**src/rtl/mem_port_arbiter_if.sv**
```systemverilog
// Request/memory handshake bundle shared by the IF/MEM port arbiter.
// slave = arbiter side, master = requesters plus memory side.
interface mem_port_arbiter_if;
    logic        if_req;
    logic [31:0] if_addr;
    logic [31:0] if_rdata;
    logic        if_ack;
    logic        dm_req;
    logic        dm_we;
    logic [31:0] dm_addr;
    logic [31:0] dm_wdata;
    logic [31:0] dm_rdata;
    logic        dm_ack;
    logic        mem_cs;
    logic        mem_we;
    logic [31:0] mem_addr;
    logic [31:0] mem_wdata;
    logic [31:0] mem_rdata;
    logic        mem_ack;
    logic        stall_if;
    logic        stall_mem;
    logic        err;

    modport slave (
        input  if_req, if_addr, dm_req, dm_we, dm_addr, dm_wdata,
        input  mem_rdata, mem_ack,
        output if_rdata, if_ack, dm_rdata, dm_ack,
        output mem_cs, mem_we, mem_addr, mem_wdata,
        output stall_if, stall_mem, err
    );

    modport master (
        output if_req, if_addr, dm_req, dm_we, dm_addr, dm_wdata,
        output mem_rdata, mem_ack,
        input  if_rdata, if_ack, dm_rdata, dm_ack,
        input  mem_cs, mem_we, mem_addr, mem_wdata,
        input  stall_if, stall_mem, err
    );
endinterface

```
**src/rtl/mem_port_arbiter.sv**
```systemverilog
// Shares one memory port between instruction fetch and data access.
// Optional grant/wait counters are enabled with ARB_PERF_CNT_EN.
module mem_port_arbiter #(
    parameter int MAX_D_STREAK = 4,
    parameter int TIMEOUT      = 255,
    parameter int CNT_W        = 8
) (
    input  logic clk,
    input  logic rst,
    mem_port_arbiter_if.slave bus
`ifdef ARB_PERF_CNT_EN
    ,
    output logic [31:0] if_grants,
    output logic [31:0] dm_grants,
    output logic [31:0] wait_cycles
`endif
);
    localparam int SW = $clog2(MAX_D_STREAK + 1);
    localparam logic [SW-1:0]    STREAK_MAX = SW'(MAX_D_STREAK);
    localparam logic [CNT_W-1:0] TO_LAST    = CNT_W'(TIMEOUT - 1);
    localparam logic [31:0]      NOP        = 32'h0000_0013;

    typedef enum logic [1:0] {IDLE, BUSY, RESP} state_t;

    state_t           state_q, state_d;
    logic             win_q, win_d;
    logic [SW-1:0]    streak_q, streak_d;
    logic [CNT_W-1:0] tcnt_q, tcnt_d;
    logic             cs_q, cs_d;
    logic             we_q, we_d;
    logic [31:0]      addr_q, addr_d;
    logic [31:0]      wdata_q, wdata_d;
    logic             if_ack_q, if_ack_d;
    logic             dm_ack_q, dm_ack_d;
    logic [31:0]      if_rdata_q, if_rdata_d;
    logic [31:0]      dm_rdata_q, dm_rdata_d;
    logic             err_q, err_d;
    logic [31:0]      rsp;
    logic             grant_dm;
    logic             any_req;
    logic             stall_if, stall_mem;

    // Data wins ties until it has starved a pending fetch MAX_D_STREAK times.
    assign any_req  = bus.if_req | bus.dm_req;
    assign grant_dm = bus.dm_req & ~(bus.if_req & (streak_q == STREAK_MAX));
    assign rsp      = bus.mem_ack ? bus.mem_rdata : NOP;

    always_comb begin
        state_d    = state_q;
        win_d      = win_q;
        streak_d   = streak_q;
        tcnt_d     = tcnt_q;
        cs_d       = cs_q;
        we_d       = we_q;
        addr_d     = addr_q;
        wdata_d    = wdata_q;
        if_ack_d   = 1'b0;
        dm_ack_d   = 1'b0;
        if_rdata_d = if_rdata_q;
        dm_rdata_d = dm_rdata_q;
        err_d      = err_q;
        unique case (state_q)
            IDLE: begin
                if (any_req) begin
                    state_d = BUSY;
                    cs_d    = 1'b1;
                    win_d   = grant_dm;
                    if (grant_dm) begin
                        we_d    = bus.dm_we;
                        addr_d  = bus.dm_addr;
                        wdata_d = bus.dm_wdata;
                        if (!bus.if_req)
                            streak_d = '0;
                        else if (streak_q != STREAK_MAX)
                            streak_d = streak_q + 1'b1;
                    end else begin
                        we_d     = 1'b0;
                        addr_d   = bus.if_addr;
                        wdata_d  = '0;
                        streak_d = '0;
                    end
                end
            end
            BUSY: begin
                tcnt_d = tcnt_q + 1'b1;
                if (bus.mem_ack || tcnt_q == TO_LAST) begin
                    state_d = RESP;
                    cs_d    = 1'b0;
                    err_d   = err_q | ~bus.mem_ack;
                    if (win_q) begin
                        dm_ack_d = 1'b1;
                        // A completed store keeps the previous load data.
                        if (!we_q || !bus.mem_ack)
                            dm_rdata_d = rsp;
                    end else begin
                        if_ack_d   = 1'b1;
                        if_rdata_d = rsp;
                    end
                end
            end
            RESP: begin
                tcnt_d  = '0;
                state_d = IDLE;
            end
            default: state_d = IDLE;
        endcase
    end

    always_ff @(posedge clk or negedge rst) begin
        if (!rst) begin
            state_q    <= IDLE;
            win_q      <= 1'b0;
            streak_q   <= '0;
            tcnt_q     <= '0;
            cs_q       <= 1'b0;
            we_q       <= 1'b0;
            addr_q     <= '0;
            wdata_q    <= '0;
            if_ack_q   <= 1'b0;
            dm_ack_q   <= 1'b0;
            if_rdata_q <= '0;
            dm_rdata_q <= '0;
            err_q      <= 1'b0;
        end else begin
            state_q    <= state_d;
            win_q      <= win_d;
            streak_q   <= streak_d;
            tcnt_q     <= tcnt_d;
            cs_q       <= cs_d;
            we_q       <= we_d;
            addr_q     <= addr_d;
            wdata_q    <= wdata_d;
            if_ack_q   <= if_ack_d;
            dm_ack_q   <= dm_ack_d;
            if_rdata_q <= if_rdata_d;
            dm_rdata_q <= dm_rdata_d;
            err_q      <= err_d;
        end
    end

    assign stall_if  = bus.if_req & ~if_ack_q;
    assign stall_mem = bus.dm_req & ~dm_ack_q;

    assign bus.stall_if  = stall_if;
    assign bus.stall_mem = stall_mem;
    assign bus.mem_cs    = cs_q;
    assign bus.mem_we    = we_q;
    assign bus.mem_addr  = addr_q;
    assign bus.mem_wdata = wdata_q;
    assign bus.if_ack    = if_ack_q;
    assign bus.dm_ack    = dm_ack_q;
    assign bus.if_rdata  = if_rdata_q;
    assign bus.dm_rdata  = dm_rdata_q;
    assign bus.err       = err_q;

`ifdef ARB_PERF_CNT_EN
    logic grant_ev;

    assign grant_ev = (state_q == IDLE) & any_req;

    always_ff @(posedge clk or negedge rst) begin
        if (!rst) begin
            if_grants   <= '0;
            dm_grants   <= '0;
            wait_cycles <= '0;
        end else begin
            if (grant_ev && grant_dm)
                dm_grants <= dm_grants + 32'd1;
            if (grant_ev && !grant_dm)
                if_grants <= if_grants + 32'd1;
            if (stall_if || stall_mem)
                wait_cycles <= wait_cycles + 32'd1;
        end
    end
`endif
endmodule
```
**src/flat_wrapper.sv**
```systemverilog
// flat-port wrapper written by rule: the top's interface ports become plain ports
module mem_port_arbiter_flat 
#(
    parameter int MAX_D_STREAK = 4,
    parameter int TIMEOUT      = 255,
    parameter int CNT_W        = 8
)
  (clk, rst, bus_if_req, bus_if_addr, bus_dm_req, bus_dm_we, bus_dm_addr, bus_dm_wdata, bus_mem_rdata, bus_mem_ack, bus_if_rdata, bus_if_ack, bus_dm_rdata, bus_dm_ack, bus_mem_cs, bus_mem_we, bus_mem_addr, bus_mem_wdata, bus_stall_if, bus_stall_mem, bus_err);
  mem_port_arbiter_if bus_i ();
  input  logic clk;
  input  logic rst;
  input wire logic [$bits(bus_i.if_req)-1:0] bus_if_req;
  input wire logic [$bits(bus_i.if_addr)-1:0] bus_if_addr;
  input wire logic [$bits(bus_i.dm_req)-1:0] bus_dm_req;
  input wire logic [$bits(bus_i.dm_we)-1:0] bus_dm_we;
  input wire logic [$bits(bus_i.dm_addr)-1:0] bus_dm_addr;
  input wire logic [$bits(bus_i.dm_wdata)-1:0] bus_dm_wdata;
  input wire logic [$bits(bus_i.mem_rdata)-1:0] bus_mem_rdata;
  input wire logic [$bits(bus_i.mem_ack)-1:0] bus_mem_ack;
  output wire logic [$bits(bus_i.if_rdata)-1:0] bus_if_rdata;
  output wire logic [$bits(bus_i.if_ack)-1:0] bus_if_ack;
  output wire logic [$bits(bus_i.dm_rdata)-1:0] bus_dm_rdata;
  output wire logic [$bits(bus_i.dm_ack)-1:0] bus_dm_ack;
  output wire logic [$bits(bus_i.mem_cs)-1:0] bus_mem_cs;
  output wire logic [$bits(bus_i.mem_we)-1:0] bus_mem_we;
  output wire logic [$bits(bus_i.mem_addr)-1:0] bus_mem_addr;
  output wire logic [$bits(bus_i.mem_wdata)-1:0] bus_mem_wdata;
  output wire logic [$bits(bus_i.stall_if)-1:0] bus_stall_if;
  output wire logic [$bits(bus_i.stall_mem)-1:0] bus_stall_mem;
  output wire logic [$bits(bus_i.err)-1:0] bus_err;
  assign bus_i.if_req = bus_if_req;
  assign bus_i.if_addr = bus_if_addr;
  assign bus_i.dm_req = bus_dm_req;
  assign bus_i.dm_we = bus_dm_we;
  assign bus_i.dm_addr = bus_dm_addr;
  assign bus_i.dm_wdata = bus_dm_wdata;
  assign bus_i.mem_rdata = bus_mem_rdata;
  assign bus_i.mem_ack = bus_mem_ack;
  assign bus_if_rdata = bus_i.if_rdata;
  assign bus_if_ack = bus_i.if_ack;
  assign bus_dm_rdata = bus_i.dm_rdata;
  assign bus_dm_ack = bus_i.dm_ack;
  assign bus_mem_cs = bus_i.mem_cs;
  assign bus_mem_we = bus_i.mem_we;
  assign bus_mem_addr = bus_i.mem_addr;
  assign bus_mem_wdata = bus_i.mem_wdata;
  assign bus_stall_if = bus_i.stall_if;
  assign bus_stall_mem = bus_i.stall_mem;
  assign bus_err = bus_i.err;
  mem_port_arbiter #(.MAX_D_STREAK(MAX_D_STREAK), .TIMEOUT(TIMEOUT), .CNT_W(CNT_W)) u_core (.clk(clk), .rst(rst), .bus(bus_i));
endmodule
```
**config.mk**
```make
export PLATFORM = sky130hd
export DESIGN_NAME = mem_port_arbiter_flat
export DESIGN_NICKNAME = d
export VERILOG_FILES = /design/src/rtl/mem_port_arbiter_if.sv /design/src/rtl/mem_port_arbiter.sv /design/src/flat_wrapper.sv
export SDC_FILE = /design/constraint.sdc
export NUM_CORES = 1
export LEC_CHECK = 0
export CORE_MARGIN = 10
export CORE_UTILIZATION = 39
export CTS_CLUSTER_DIAMETER = 150
export DETAILED_ROUTE_END_ITERATION = 10
export PLACE_DENSITY = 0.8
export SYNTH_ARGS = -nofsm -noshare
export SYNTH_HDL_FRONTEND = slang
export SYNTH_SLANG_ARGS = --single-unit
```
**constraint.sdc**
```tcl
create_clock -name clk -period 1.67 [get_ports clk]
set_input_delay 0.334 -clock clk [delete_from_list [all_inputs] [get_ports clk]]
set_output_delay 0.334 -clock clk [all_outputs]
set_load 0.02 [all_outputs]
```
==> impl_metrics.env <==
export IMPL_period_share_pct=99.8
export IMPL_nets=1014
export IMPL_antenna_cells=0
export IMPL_grt_overflow=0
export IMPL_final_common_cell="dfrtp_1"
export IMPL_dp_hpwl_um=16900
export IMPL_slew_headroom_pct=71.2
export IMPL_startpoint_type="register"
export IMPL_first_pass_iters=4
export IMPL_yosysUniqueCellTypes=45
export IMPL_grt_setup_unrepaired="yes"
export IMPL_swShare_pct=40.8
export IMPL_fin_ws_ps=2.75
export IMPL_status="finished clean"
export IMPL_hold_path_class="input port to async pin"
export IMPL_io_buffers=268
export IMPL_netSwitchingPower_mw=8.27
export IMPL_drive_gt1_share_pct=11.0
export IMPL_fillers=1350
export IMPL_slowest_delay_ps=390
export IMPL_min_period_ps=1670
export IMPL_tightest_slew_ps=432
export IMPL_initial_core_util_pct=39.6
export IMPL_grt_pass1_wl_um=35700
export IMPL_die_w_um=149
export IMPL_max_freq_mhz=600
export IMPL_routed_wl_um=23100
export IMPL_drt_iter0_markers=315
export IMPL_viasPerCell=5.46
export IMPL_post_route_util_pct=62.4
export IMPL_p_comb_share_pct=50.3
export IMPL_cap_viol_max_count=0
export IMPL_synth_top_area_cell="dfrtp_1"
export IMPL_grt_pass1_vias=6295
export IMPL_ctsRootBufferMaster="clkbuf_16"
export IMPL_yosys_warnings=0
export IMPL_synth_area_um2=6520
export IMPL_die_y_um=149
export IMPL_power_leakage_nw=4.38
export IMPL_r2r_slack_ps=3
export IMPL_htreeDepth=4
export IMPL_core_um2=16500
export IMPL_drtAntennaViolNets=0
export IMPL_top_level_ports=269
export IMPL_syn2layout_area_growth_pct=57.5
export IMPL_grtUsageTotal_pct=20.2
export IMPL_p_per_area_nw_per_um2=1970
export IMPL_crit_chain="inv_2 -> ha_4 -> nand3_4 -> o31a_1 -> buf_12 -> a221o_2"
export IMPL_numCtsBuffers=17
export IMPL_setup_viol=0
export IMPL_vias=6036
export IMPL_globalplace_congestion=0.821
export IMPL_avgRoutedWirePerCell_um=20.9
export IMPL_clkTransAtPathRegs_ps=70
export IMPL_netlist_top_cells_area="dfrtp_1, a22o_1, nand2_1"
export IMPL_end_kind="register"
export IMPL_drcViolationCount=0
export IMPL_worst_skew_pair_late_latency_ps=420
export IMPL_slowest_stage="dfrtp_1"
export IMPL_p_seq_share_pct=30.9
export IMPL_synthCells=586
export IMPL_maxSlewViolCount=0
export IMPL_synth_top_cell_area_share_pct=56.4
export IMPL_yosysSeqAreaShare_pct=56.4
export IMPL_numClockSinks=147
export IMPL_antenna_found_initial=0
export IMPL_multiInputGateArea_um2=2620
export IMPL_syn_num_nets=728
export IMPL_crit_arrival_ps=1960
export IMPL_cp_buffers_inverters=2
export IMPL_layout_common_cells="dfrtp_1, dlygate4sd2_1, clkdlybuf4s50_1"
export IMPL_die_area_um2=22300
export IMPL_cpLargestDelayFamily="compound AO/OA/AOI/OAI gates"
export IMPL_cts_tree="yes"
export IMPL_hold_viol_final=0
export IMPL_ir_drop_mv=1.03
export IMPL_p_clk_share_pct=18.8
export IMPL_grt_max_degree=47
export IMPL_rows=47
export IMPL_required_ps=1970
export IMPL_worstPathMaxFanout=32
export IMPL_syn_area_per_cell_um2=11.1
export IMPL_cts_buffer_depth=2
export IMPL_seq_area_um2=3680
export IMPL_p_int_mw=12.0
export IMPL_pre_cts_ws_ps=-376
export IMPL_synth_seq_cells=147
export IMPL_fin_skew_ps=19.6
export IMPL_path_class="register to register"
[routing by layer]
layer  up-vias  GRT usage [%]  part of all wire, %
met4         0           5.25                  1.3
met3        22           9.28                   11
met2       273           31.3                   46
met1      2968           25.0                   42
met5         -              0                    0
li1       2773              -                    -
[cells in the mapped netlist (all sizes together)]
cell       n
a2111oi    1
a211o      1
a211oi     4
a21o      30
a21oi     10
a221o     29
a22o      62
a31oi      1
a32o       1
and2      31
and3       2
and3b      1
and4       1
buf       18
clkbuf    33
dfrtp    147
ha         8
inv       16
mux2i      2
nand2     73
nand2b     5
nand3      4
nand3b     1
nand4     35
nor2       5
nor2b      4
nor3       4
nor3b      1
o211ai    32
o21a       1
o21ai     10
o22ai      4
o31a       1
o31ai      2
o32a       1
o41ai      1
or3        2
or4        1
xor2       1
[state kept, by name, indices dropped and copies added (netlist names)]
signal and cells:
u_core.bus.dm_rdata 32, u_core.bus.if_rdata 32, u_core.bus.mem_addr 32, u_core.bus.mem_wdata 32
u_core.tcnt_q 8, u_core.streak_q 3, u_core.state_q 2, u_core.bus.dm_ack 1
u_core.bus.err 1, u_core.bus.if_ack 1, u_core.bus.mem_cs 1, u_core.bus.mem_we 1
u_core.win_q 1
[stage by stage]
step                std cells  hold slack, ps  power (mW)  cell area, um2  TNS (ps)
floorplan                 586            38.4        12.1            6520         0
global placement         1071             288        17.3            9790    -22160
detailed placement       1071             281        17.5            9790    -24600
CTS                      1104             404        20.4           10200         0
global route             1105             439        21.6           10300      -824
finish                   1105             403        20.3           10300         0
[kinds of logic (layout without fill, tap and decap cells)]
logic type	after synthesis	in the layout	share of synthesized area [%]
buffers and inverters	67	366	4.49
adders and majority gates	8	8	1.54
DFF	147	147	56.4
and+or+nand+nor	170	170	13.4
AOI/OAI and AO/OA	191	191	23.7
muxes	2	2	0.307
xor gates and xnor gates	1	1	0.134
[worst reg2reg max path: stages (launching register included)]
cell,delay [ps]
dfrtp_1,390
inv_2,80
ha_4,160
nand3_4,70
o31a_1,280
buf_12,180
a221o_2,400
[power by group through the flow]
stage	logic (mW)	registers, mW	clock network (mW)
floorplan	4.13	7.98	0
global placement	11.0	6.27	0
detailed placement	11.2	6.32	0
CTS	10.2	6.26	3.88
global route	11.1	6.46	4.03
finish	10.2	6.26	3.81
[path summary, 6_finish.rpt]
check,to,start,cells past startpoint
max in group asynchronous,u_core.bus.mem_addr[27],rst,3
min in group clk,u_core.bus.err,u_core.bus.err,2
worst min-delay path,u_core.bus.if_rdata[30],rst,2
worst max-delay path,u_core.bus.dm_rdata[31],u_core.tcnt_q[0],6
worst min register to register,u_core.bus.err,u_core.bus.err,2
worst max register to register,u_core.bus.dm_rdata[31],u_core.tcnt_q[0],6
[final cells by class]
class	instances	area share, %
sequential	147	35.8
timing repair buffer	318	29.7
multi-input combinational	372	25.5
clock buffer	19	4.22
tap	220	2.68
clock inverter	13	1.46
inverter	16	0.585
[what timing repair did]
action | CTS | global route
pin swaps | 0 | 1
buffers inserted | 0 | 1
gates resized for setup | 145 | 6
hold endpoints to repair | 37 | 0
setup endpoints to repair | 175 | 92
hold buffers | 1 | 0
Note: power is estimated with default switching activity, not from simulation.
